<file path="config.mk">
export PLATFORM = sky130hd
export DESIGN_NAME = apb_req_arbiter
export DESIGN_NICKNAME = d
export VERILOG_FILES = /design/src/rtl/apb_req_arbiter.sv
export SDC_FILE = /design/constraint.sdc
export NUM_CORES = 1
export LEC_CHECK = 0
export CORE_AREA = 2 2 155 157
export DETAILED_ROUTE_END_ITERATION = 8
export DIE_AREA = 0 0 157 159
export GPL_TIMING_DRIVEN = 0
export SYNTH_ARGS = -nofsm -noshare
export SYNTH_HDL_FRONTEND = slang
export SYNTH_SLANG_ARGS = --single-unit
export TNS_END_PERCENT = 1
</file>
<file path="constraint.sdc">
create_clock -name PCLK -period 3.4 [get_ports PCLK]
set_clock_uncertainty 0.2 [all_clocks]
set_input_delay 0.51 -clock PCLK [delete_from_list [all_inputs] [get_ports PCLK]]
set_output_delay 0.51 -clock PCLK [all_outputs]
set_load 0.1 [all_outputs]
</file>
<file path="src/rtl/apb_req_arbiter.sv">
// apb_req_arbiter: shares one APB master between NUM_REQ requesters using
// round-robin priority. The winner's command is latched and held on the master
// interface until the transfer completes, then the winner gets a one-cycle ack.
// Optional feature macro: APB_ARB_LOCK_EN (adds req_lock; a locked owner keeps
// priority for the next arbitration).
module apb_req_arbiter #(
    parameter int unsigned NUM_REQ    = 4,
    parameter int unsigned ADDR_WIDTH = 32,
    parameter int unsigned DATA_WIDTH = 32
) (
    input  logic                             PCLK,
    input  logic                             PRESET,
    input  logic [NUM_REQ-1:0]               req,
    input  logic [NUM_REQ-1:0]               req_write,
    input  logic [NUM_REQ*ADDR_WIDTH-1:0]    req_addr,
    input  logic [NUM_REQ*DATA_WIDTH-1:0]    req_wdata,
`ifdef APB_ARB_LOCK_EN
    input  logic [NUM_REQ-1:0]               req_lock,
`endif
    output logic [NUM_REQ-1:0]               req_ack,
    output logic [DATA_WIDTH-1:0]            req_rdata,
    output logic                             busy,
    output logic [$clog2(NUM_REQ)-1:0]       grant_id,
    output logic                             mst_start,
    output logic                             mst_write,
    output logic [ADDR_WIDTH-1:0]            mst_addr,
    output logic [DATA_WIDTH-1:0]            mst_wdata,
    input  logic [DATA_WIDTH-1:0]            mst_rdata,
    input  logic                             mst_done
);

    localparam int unsigned IDW = $clog2(NUM_REQ);

    typedef enum logic [1:0] {
        S_IDLE  = 2'd0,
        S_START = 2'd1,
        S_WAIT  = 2'd2,
        S_ACK   = 2'd3
    } state_t;

    state_t                  r_state;
    state_t                  w_state_nxt;

    logic [IDW-1:0]          r_grant_id;
    logic [IDW-1:0]          r_last_grant;
    logic                    r_mst_start;
    logic                    r_mst_write;
    logic [ADDR_WIDTH-1:0]   r_mst_addr;
    logic [DATA_WIDTH-1:0]   r_mst_wdata;
    logic [DATA_WIDTH-1:0]   r_req_rdata;
    logic [NUM_REQ-1:0]      r_req_ack;
    logic                    r_busy;

    logic [IDW-1:0]          w_grant_nxt;
    logic [IDW-1:0]          w_last_nxt;
    logic                    w_start_nxt;
    logic                    w_write_nxt;
    logic [ADDR_WIDTH-1:0]   w_addr_nxt;
    logic [DATA_WIDTH-1:0]   w_wdata_nxt;
    logic [DATA_WIDTH-1:0]   w_rdata_nxt;
    logic [NUM_REQ-1:0]      w_ack_nxt;
    logic                    w_busy_nxt;

    logic                    w_found;
    logic [IDW-1:0]          w_sel;

`ifdef APB_ARB_LOCK_EN
    logic                    r_lock_hold;
    logic                    w_hold_nxt;
`endif

    // Round-robin pick: first pending request after last_grant, with wrap.
    always_comb begin
        w_found = 1'b0;
        w_sel   = '0;
`ifdef APB_ARB_LOCK_EN
        if (r_lock_hold && req[r_grant_id]) begin
            w_found = 1'b1;
            w_sel   = r_grant_id;
        end
`endif
        for (int unsigned k = 1; k <= NUM_REQ; k++) begin
            if (!w_found && req[(32'(r_last_grant) + k) % NUM_REQ]) begin
                w_found = 1'b1;
                w_sel   = IDW'((32'(r_last_grant) + k) % NUM_REQ);
            end
        end
    end

    // State register.
    always_ff @(posedge PCLK) begin
        if (PRESET) begin
            r_state <= S_IDLE;
        end else begin
            r_state <= w_state_nxt;
        end
    end

    // Next state and next values of all registered outputs.
    always_comb begin
        w_state_nxt = r_state;
        w_grant_nxt = r_grant_id;
        w_last_nxt  = r_last_grant;
        w_start_nxt = 1'b0;
        w_write_nxt = r_mst_write;
        w_addr_nxt  = r_mst_addr;
        w_wdata_nxt = r_mst_wdata;
        w_rdata_nxt = r_req_rdata;
        w_ack_nxt   = '0;
`ifdef APB_ARB_LOCK_EN
        w_hold_nxt  = r_lock_hold;
`endif
        case (r_state)
            S_IDLE: begin
`ifdef APB_ARB_LOCK_EN
                w_hold_nxt = 1'b0;
`endif
                if (w_found) begin
                    w_state_nxt = S_START;
                    w_grant_nxt = w_sel;
                    w_start_nxt = 1'b1;
                    w_write_nxt = req_write[w_sel];
                    w_addr_nxt  = req_addr[32'(w_sel)*ADDR_WIDTH +: ADDR_WIDTH];
                    w_wdata_nxt = req_wdata[32'(w_sel)*DATA_WIDTH +: DATA_WIDTH];
                end
            end
            S_START: begin
                w_state_nxt = S_WAIT;
            end
            S_WAIT: begin
                if (mst_done) begin
                    w_state_nxt           = S_ACK;
                    w_rdata_nxt           = mst_rdata;
                    w_ack_nxt[r_grant_id] = 1'b1;
`ifndef APB_ARB_LOCK_EN
                    w_last_nxt            = r_grant_id;
`endif
                end
            end
            S_ACK: begin
                w_state_nxt = S_IDLE;
`ifdef APB_ARB_LOCK_EN
                // A locked owner leaves last_grant untouched and keeps priority.
                if (req_lock[r_grant_id]) begin
                    w_hold_nxt = 1'b1;
                end else begin
                    w_last_nxt = r_grant_id;
                end
`endif
            end
            default: begin
                w_state_nxt = S_IDLE;
            end
        endcase
        w_busy_nxt = (w_state_nxt != S_IDLE);
    end

    // Output and datapath registers.
    always_ff @(posedge PCLK) begin
        if (PRESET) begin
            r_grant_id   <= '0;
            r_last_grant <= IDW'(NUM_REQ - 1);
            r_mst_start  <= 1'b0;
            r_mst_write  <= 1'b0;
            r_mst_addr   <= '0;
            r_mst_wdata  <= '0;
            r_req_rdata  <= '0;
            r_req_ack    <= '0;
            r_busy       <= 1'b0;
`ifdef APB_ARB_LOCK_EN
            r_lock_hold  <= 1'b0;
`endif
        end else begin
            r_grant_id   <= w_grant_nxt;
            r_last_grant <= w_last_nxt;
            r_mst_start  <= w_start_nxt;
            r_mst_write  <= w_write_nxt;
            r_mst_addr   <= w_addr_nxt;
            r_mst_wdata  <= w_wdata_nxt;
            r_req_rdata  <= w_rdata_nxt;
            r_req_ack    <= w_ack_nxt;
            r_busy       <= w_busy_nxt;
`ifdef APB_ARB_LOCK_EN
            r_lock_hold  <= w_hold_nxt;
`endif
        end
    end

    assign req_ack   = r_req_ack;
    assign req_rdata = r_req_rdata;
    assign busy      = r_busy;
    assign grant_id  = r_grant_id;
    assign mst_start = r_mst_start;
    assign mst_write = r_mst_write;
    assign mst_addr  = r_mst_addr;
    assign mst_wdata = r_mst_wdata;

endmodule

</file>
==> flow_metrics.env, run 1 <==
export IMPL_timing_max_slew_rel_slack=0.2991
export IMPL_dpl_worst_slack_ns=0.2363
export IMPL_postSynth_asyncResetShare=0
export IMPL_power_switching_mw=4.852
export IMPL_clock_sinks=109
export IMPL_finalCritPeriodShare=0.7989
export IMPL_grt_antenna_before_repair=2
export IMPL_avgViaCountPerCell=4.621
export IMPL_worst_setup_path_start_kind="input pin"
export IMPL_clock_fmax_mhz=368.2
export IMPL_sequentialPowerShare=0.223
export IMPL_drive_gt1_frac=0.04425
export IMPL_dp_cells=1433
export IMPL_post_cts_buffers=0
export IMPL_combPwrFrac=0.642
export IMPL_final_net_count=1427
export IMPL_worst_ep_arrival_time_ns=2.77
export IMPL_placeableCoreArea_um2=23190
export IMPL_synth_cell_type_count=35
export IMPL_setup_worst_path_end_class="flop"
export IMPL_netlist_area_leader_share=0.3699
export IMPL_width_of_the_chip_um=157
export IMPL_track_usage=0.2034
export IMPL_maxCapViolCount=0
export IMPL_core_rowCount=56
export IMPL_sw_frac_of_total=0.5650
export IMPL_finalWeightedCongestion=0.7839
export IMPL_grt_overflow_total=0
export IMPL_report_final_setup_viol=0
export IMPL_drtAntennaViolNets=0
export IMPL_final_setup_worst_slack_ns=0.6837
export IMPL_multi_input_area_um2=3378
export IMPL_clock_latency_ns=0.37
export IMPL_cts_tree="done"
export IMPL_syn_mean_instance_area_um2=8.286
export IMPL_timing_final_crit_period_ns=2.716
export IMPL_ir_worst_vdd_uv=397.0
export IMPL_clockPowerShare=0.135
export IMPL_ctsHoldBuffers=0
export IMPL_route_final_wire_length_mm=26.27
export IMPL_dr_pass1_iters=4
export IMPL_synth_ff_latch_count=109
export IMPL_detailroute_via_count=6709
export IMPL_cp_required_ns=3.45
export IMPL_hold_path_cell_count=2
export IMPL_crit_fanout=10
export IMPL_area_enclosed_by_the_die_boundary_um2=24960
export IMPL_p_leak_nw=3.938
export IMPL_drt_drc_violations_left=0
export IMPL_status="finished, final reports clean"
export IMPL_flow_area_growth_from_synthesis_pct=80.53
export IMPL_floorplan_io_pins=404
export IMPL_place_detailed_hpwl_mm=20.81
export IMPL_leading_cell_types_by_count_after_synthesis="sky130_fd_sc_hd__nand2_1, sky130_fd_sc_hd__dfxtp_1, sky130_fd_sc_hd__a21boi_0, sky130_fd_sc_hd__and3_1, sky130_fd_sc_hd__mux2i_1"
export IMPL_port_buffers=402
export IMPL_ys_warn_count=0
export IMPL_cts_root_buffer_cell="sky130_fd_sc_hd__clkbuf_16"
export IMPL_fin_cells=1452
export IMPL_reg_clk_slew_reported_paths_ns=0.09
export IMPL_critical_path_class="in2reg"
export IMPL_max_root_sink_buffers=2
export IMPL_synth_flop_cell="sky130_fd_sc_hd__dfxtp_1"
export IMPL_internal_pwr_total_mw=3.736
export IMPL_synth_largest_area_cell="sky130_fd_sc_hd__dfxtp_1"
export IMPL_largest_net_degree_at_the_start_of_global_routing=24
export IMPL_mappedNetlistArea_um2=5899
export IMPL_grt_setup_unrepaired="no"
export IMPL_power_per_cell_area_nw_per_um2=806.4
export IMPL_starting_density_of_the_core=0.2544
export IMPL_maxSlewViolCount=0
export IMPL_worstMarginPinSlew_ns=1.048
export IMPL_post_synth_inst_count=712
export IMPL_synth_area_leaders="sky130_fd_sc_hd__dfxtp_1, sky130_fd_sc_hd__mux2i_1, sky130_fd_sc_hd__nand2_1"
export IMPL_detail_route_wl_per_cell_um=18.09
export IMPL_fillers=2356
export IMPL_most_used_standard_cell_by_instance_count_after_synthesis="sky130_fd_sc_hd__nand2_1"
export IMPL_fin_tns_setup_ns=0
export IMPL_timing_hold_violations_final=0
export IMPL_total_of_cells_resized_after_clock_tree_synthesis=0
export IMPL_cts_h_tree_depth=3
export IMPL_area_sequential_um2=2182
export IMPL_hold_class="reg2reg"
export IMPL_first_global_vias=6778
export IMPL_synth_edff_count=0
export IMPL_cts_buffers_inserted=9
export IMPL_synth_seq_area_share=0.3699
export IMPL_dieHeight_um=159
export IMPL_drt_first_iter_violations=248
export IMPL_global_route_wire_length_before_repair_mm=39.01
export IMPL_mappedNetlistNets=1014
export IMPL_finalHoldWorstSlack_ns=0.2553
export IMPL_r2r_cells=8
[worst max-delay path, cell delays in order]
cell,delay [ns]
sky130_fd_sc_hd__clkdlybuf4s50_1,0.51
sky130_fd_sc_hd__nand2b_1,0.14
sky130_fd_sc_hd__o22a_1,0.24
sky130_fd_sc_hd__clkbuf_1,0.45
sky130_fd_sc_hd__clkbuf_1,0.40
sky130_fd_sc_hd__a21boi_0,0.17
sky130_fd_sc_hd__o21ai_0,0.24
sky130_fd_sc_hd__o211ai_1,0.11
[registers in the layout, indices dropped and copies added, names as in the netlist]
| name | count |
|---|---|
| r_state | 2 |
| req_ack | 4 |
| mst_start | 1 |
| r_last_grant | 2 |
| mst_addr | 32 |
| mst_wdata | 32 |
| mst_write | 1 |
| busy | 1 |
| grant_id | 2 |
| req_rdata | 32 |
[kinds of logic after synthesis]
kind of cell	share of synthesized area
compound gates	0.2641
simple gates	0.1936
flops	0.3699
buf+inv	0.05748
mux	0.1086
fa+ha+maj	0.006363
[placed cells by master (no fill, tap or decap), drive strengths merged, types with 4 or more instances in the layout]
cell / n
o21ai: 64
clkdlybuf4s50: 402
nor4b: 5
dfxtp: 109
nand2: 138
nand2b: 4
o211ai: 65
nor2: 8
clkbuf: 58
inv: 6
a21oi: 35
buf: 18
and3: 64
mux2i: 64
a21boi: 65
[per-layer routing]
layer	vias to the layer above	wire length [µm]	global-route usage
li1	3375	-	-
met1	3026	10770	0.2366
met2	269	12790	0.3521
met3	39	1925	0.05035
met4	0	779	0.08757
met5	-	0	0
[path summary, 6_finish.rpt]
kind / start / endpoint / slack (ns)
worst max-delay path: req[1] / mst_addr[25] / 0.68
worst min-delay path: req_rdata[4] / req_rdata[4] / 0.26
worst max register to register: r_state[0] / mst_addr[10] / 0.84
worst min register to register: req_rdata[4] / req_rdata[4] / 0.26
[metrics by stage]
step / instance area (µm²) / util / total power [mW]
floorplan: 5899 / - / 5.873
global placement: 10320 / 0.4451 / 7.476
detailed placement: 10320 / 0.4451 / 7.488
CTS: 10640 / 0.4589 / 8.680
global route: 10650 / 0.4591 / 8.985
finish: 10650 / 0.4592 / 8.588
[cell type report]
cell class,count,area share
Antenna cell,3,0.0007049
Buffer,67,0.03113
Clock buffer,9,0.02115
Clock inverter,7,0.008929
Inverter,2,0.0007049
Multi-Input combinational cell,534,0.3172
Sequential cell,109,0.2049
Tap cell,319,0.03748
Timing Repair Buffer,402,0.3778
[power groups by stage]
| stage | Combinational, mW | Clock [mW] | Sequential, mW |
|---|---|---|---|
| CTS | 5.56 | 1.20 | 1.91 |
| finish | 5.52 | 1.16 | 1.91 |
| floorplan | 1.20 | 0 | 4.67 |
| global route | 5.77 | 1.25 | 1.97 |
| detailed placement | 5.55 | 0 | 1.94 |
| global placement | 5.55 | 0 | 1.93 |
(Power assumes the default switching activity.)
==> run 2, diff against run 1 <==
--- a/config.mk
+++ b/config.mk
@@ -5,9 +5,9 @@
 export SDC_FILE = /design/constraint.sdc
 export NUM_CORES = 1
 export LEC_CHECK = 0
-export CORE_AREA = 2 2 155 157
+export CORE_AREA = 2 2 159 161
 export DETAILED_ROUTE_END_ITERATION = 8
-export DIE_AREA = 0 0 157 159
+export DIE_AREA = 0 0 161 163
 export GPL_TIMING_DRIVEN = 0
 export SYNTH_ARGS = -nofsm -noshare
 export SYNTH_HDL_FRONTEND = slang
==> constraint.sdc (replaced) <==
create_clock -name PCLK -period 2.3 [get_ports PCLK]
set_clock_uncertainty 0.2 [all_clocks]
set_input_delay 0.345 -clock PCLK [delete_from_list [all_inputs] [get_ports PCLK]]
set_output_delay 0.345 -clock PCLK [all_outputs]
set_load 0.1 [all_outputs]
==> flow_metrics.env, run 2 (synthesized netlist as in run 1, its figures left out) <==
export IMPL_status="finished, final reports clean"
export IMPL_cpPeakStageDelay_ns=0.59
export IMPL_track_usage=0.1982
export IMPL_worst_ep_arrival_time_ns=2.28
export IMPL_maxCapViolCount=0
export IMPL_hold_path_cell_count=2
export IMPL_placeableCoreArea_um2=24670
export IMPL_final_util=0.4314
export IMPL_use_met1=0.2369
export IMPL_crit_fanout=10
export IMPL_reg_clk_slew_reported_paths_ns=0.09
export IMPL_starting_density_of_the_core=0.2391
export IMPL_width_of_the_chip_um=161
export IMPL_critical_path_top_delay_family="buffers and inverters"
export IMPL_drtAntennaViolNets=0
export IMPL_p_leak_nw=4.467
export IMPL_power_per_cell_area_nw_per_um2=1167
export IMPL_worst_path_stages=7
export IMPL_timing_final_crit_period_ns=2.241
export IMPL_ir_worst_vdd_uv=624.8
export IMPL_dpl_worst_slack_ns=-0.9262
export IMPL_report_final_setup_viol=0
export IMPL_drt_drc_violations_left=0
export IMPL_critical_path_class="in2reg"
export IMPL_crit_path_cell_trace="clkdlybuf4s50_1 -> o22a_1 -> buf_2 -> clkbuf_2 -> a21boi_0 -> o21ai_1 -> o211ai_1"
export IMPL_port_buffers=402
export IMPL_mostFrequentLayoutCells="sky130_fd_sc_hd__clkdlybuf4s50_1, sky130_fd_sc_hd__nand2_1, sky130_fd_sc_hd__dfxtp_1, sky130_fd_sc_hd__dlygate4sd2_1"
export IMPL_grt_setup_unrepaired="yes"
export IMPL_grt_antenna_before_repair=0
export IMPL_post_dp_cell_area_um2=10340
export IMPL_fin_tns_setup_ns=0
export IMPL_fin_total_pwr_mw=12.42
export IMPL_drt_first_iter_violations=354
export IMPL_clock_sinks=109
export IMPL_largest_net_degree_at_the_start_of_global_routing=23
export IMPL_detail_route_wl_per_cell_um=18.42
export IMPL_clock_fmax_mhz=446.2
export IMPL_drive_gt1_frac=0.07055
export IMPL_met3_usage=0.04660
export IMPL_floorplan_io_pins=404
export IMPL_first_global_vias=6752
export IMPL_max_root_sink_buffers=2
export IMPL_cts_tree="done"
export IMPL_mostFrequentLayoutCell="sky130_fd_sc_hd__clkdlybuf4s50_1"
export IMPL_timing_hold_violations_final=0
export IMPL_clock_latency_ns=0.37
export IMPL_route_final_wire_length_mm=26.97
export IMPL_cts_root_buffer_cell="sky130_fd_sc_hd__clkbuf_16"
export IMPL_global_route_wire_length_before_repair_mm=39.71
export IMPL_cts_buffers_inserted=9
export IMPL_grt_overflow_total=0
export IMPL_avgViaCountPerCell=4.669
export IMPL_dr_pass1_iters=4
export IMPL_worst_setup_path_start_kind="input pin"
export IMPL_busiest_layer="met2"
export IMPL_setup_worst_path_end_class="flop"
export IMPL_detailroute_via_count=6835
export IMPL_dieHeight_um=163
export IMPL_finalWeightedCongestion=0.8068
export IMPL_finalCritPeriodShare=0.9744
export IMPL_diodes=0
export IMPL_critical_path_slowest_cell="sky130_fd_sc_hd__clkdlybuf4s50_1"
export IMPL_critPathBufInv=3
export IMPL_flow_area_growth_from_synthesis_pct=80.45
export IMPL_r2r_cells=7
export IMPL_maxSlewViolCount=0
export IMPL_core_rowCount=58
export IMPL_timing_max_slew_rel_slack=0.3144
export IMPL_final_net_count=1431
export IMPL_worstMarginPinSlew_ns=1.032
export IMPL_area_enclosed_by_the_die_boundary_um2=26240
export IMPL_final_setup_worst_slack_ns=0.05881
export IMPL_cts_h_tree_depth=3
export IMPL_groute_layer_met2_usage=0.3506
export IMPL_cp_required_ns=2.34
export IMPL_finish_instance_area_um2=10650
export IMPL_hold_class="reg2reg"
export IMPL_place_detailed_hpwl_mm=21.06
run 2: cell types whose count changed in the layout (fill, tap and decap cells not counted), moves of 4 or more:
| cell | before | now |
|---|---|---|
| sky130_fd_sc_hd__clkdlybuf4s50_1 | 402 | 294 |
| sky130_fd_sc_hd__dlygate4sd2_1 | 0 | 106 |
| sky130_fd_sc_hd__clkbuf_4 | 0 | 4 |
| sky130_fd_sc_hd__clkbuf_2 | 3 | 23 |
| sky130_fd_sc_hd__clkbuf_1 | 46 | 23 |
run 2: timing repair:
action,CTS,global route
hold buffers,0,0
pin swaps,1,0
endpoints found under the setup margin,170,64
setup buffers,4,0
gates resized for setup,138,27
run 2: final cells by class:
type	instances	area, µm²
buffer	67	402.9
clock buffer	9	225.2
inverter	2	7.507
fill	2564	14030
sequential	109	2182
tap	330	412.9
multi-input combinational	534	3410
clock inverter	7	83.83
timing repair buffer	406	3921
run 2: worst register-to-register path: stages, from the launching register on:
cell,delay (ns)
sky130_fd_sc_hd__dfxtp_1,0.34
sky130_fd_sc_hd__nand2b_1,0.16
sky130_fd_sc_hd__o211ai_1,0.21
sky130_fd_sc_hd__buf_4,0.31
sky130_fd_sc_hd__clkbuf_1,0.36
sky130_fd_sc_hd__a21boi_0,0.16
sky130_fd_sc_hd__o21ai_0,0.19
sky130_fd_sc_hd__o211ai_1,0.11
run 2: through the flow:
stage                     instances  hold WS [ns]
after floorplan                 712        0.2424
after global placement         1444        0.2415
after detailed placement       1444        0.2454
after CTS                      1464        0.2554
after global routing           1464        0.2721
final                          1464        0.2542
run 2: path summary, 6_finish.rpt:
path              startpoint       endpoint  slack [ns]
max                   req[2]   mst_addr[25]        0.06
min            req_rdata[14]  req_rdata[14]        0.25
max reg2reg  r_last_grant[0]   mst_addr[14]        0.13
min reg2reg    req_rdata[14]  req_rdata[14]        0.25
run 2: power breakdown:
group          total (mW)  internal (mW)  switching (mW)
combinational        7.96           1.94            6.02
clock                1.66          0.784           0.875
sequential           2.80           2.49           0.313
total                12.4           5.22            7.21
run 2: per-layer routing:
layer | vias up | part of all wire
met1 | 3123 | 0.41
met3 | 34 | 0.073
met2 | 287 | 0.50
met4 | 0 | 0.022
li1 | 3391 | -
met5 | - | 0
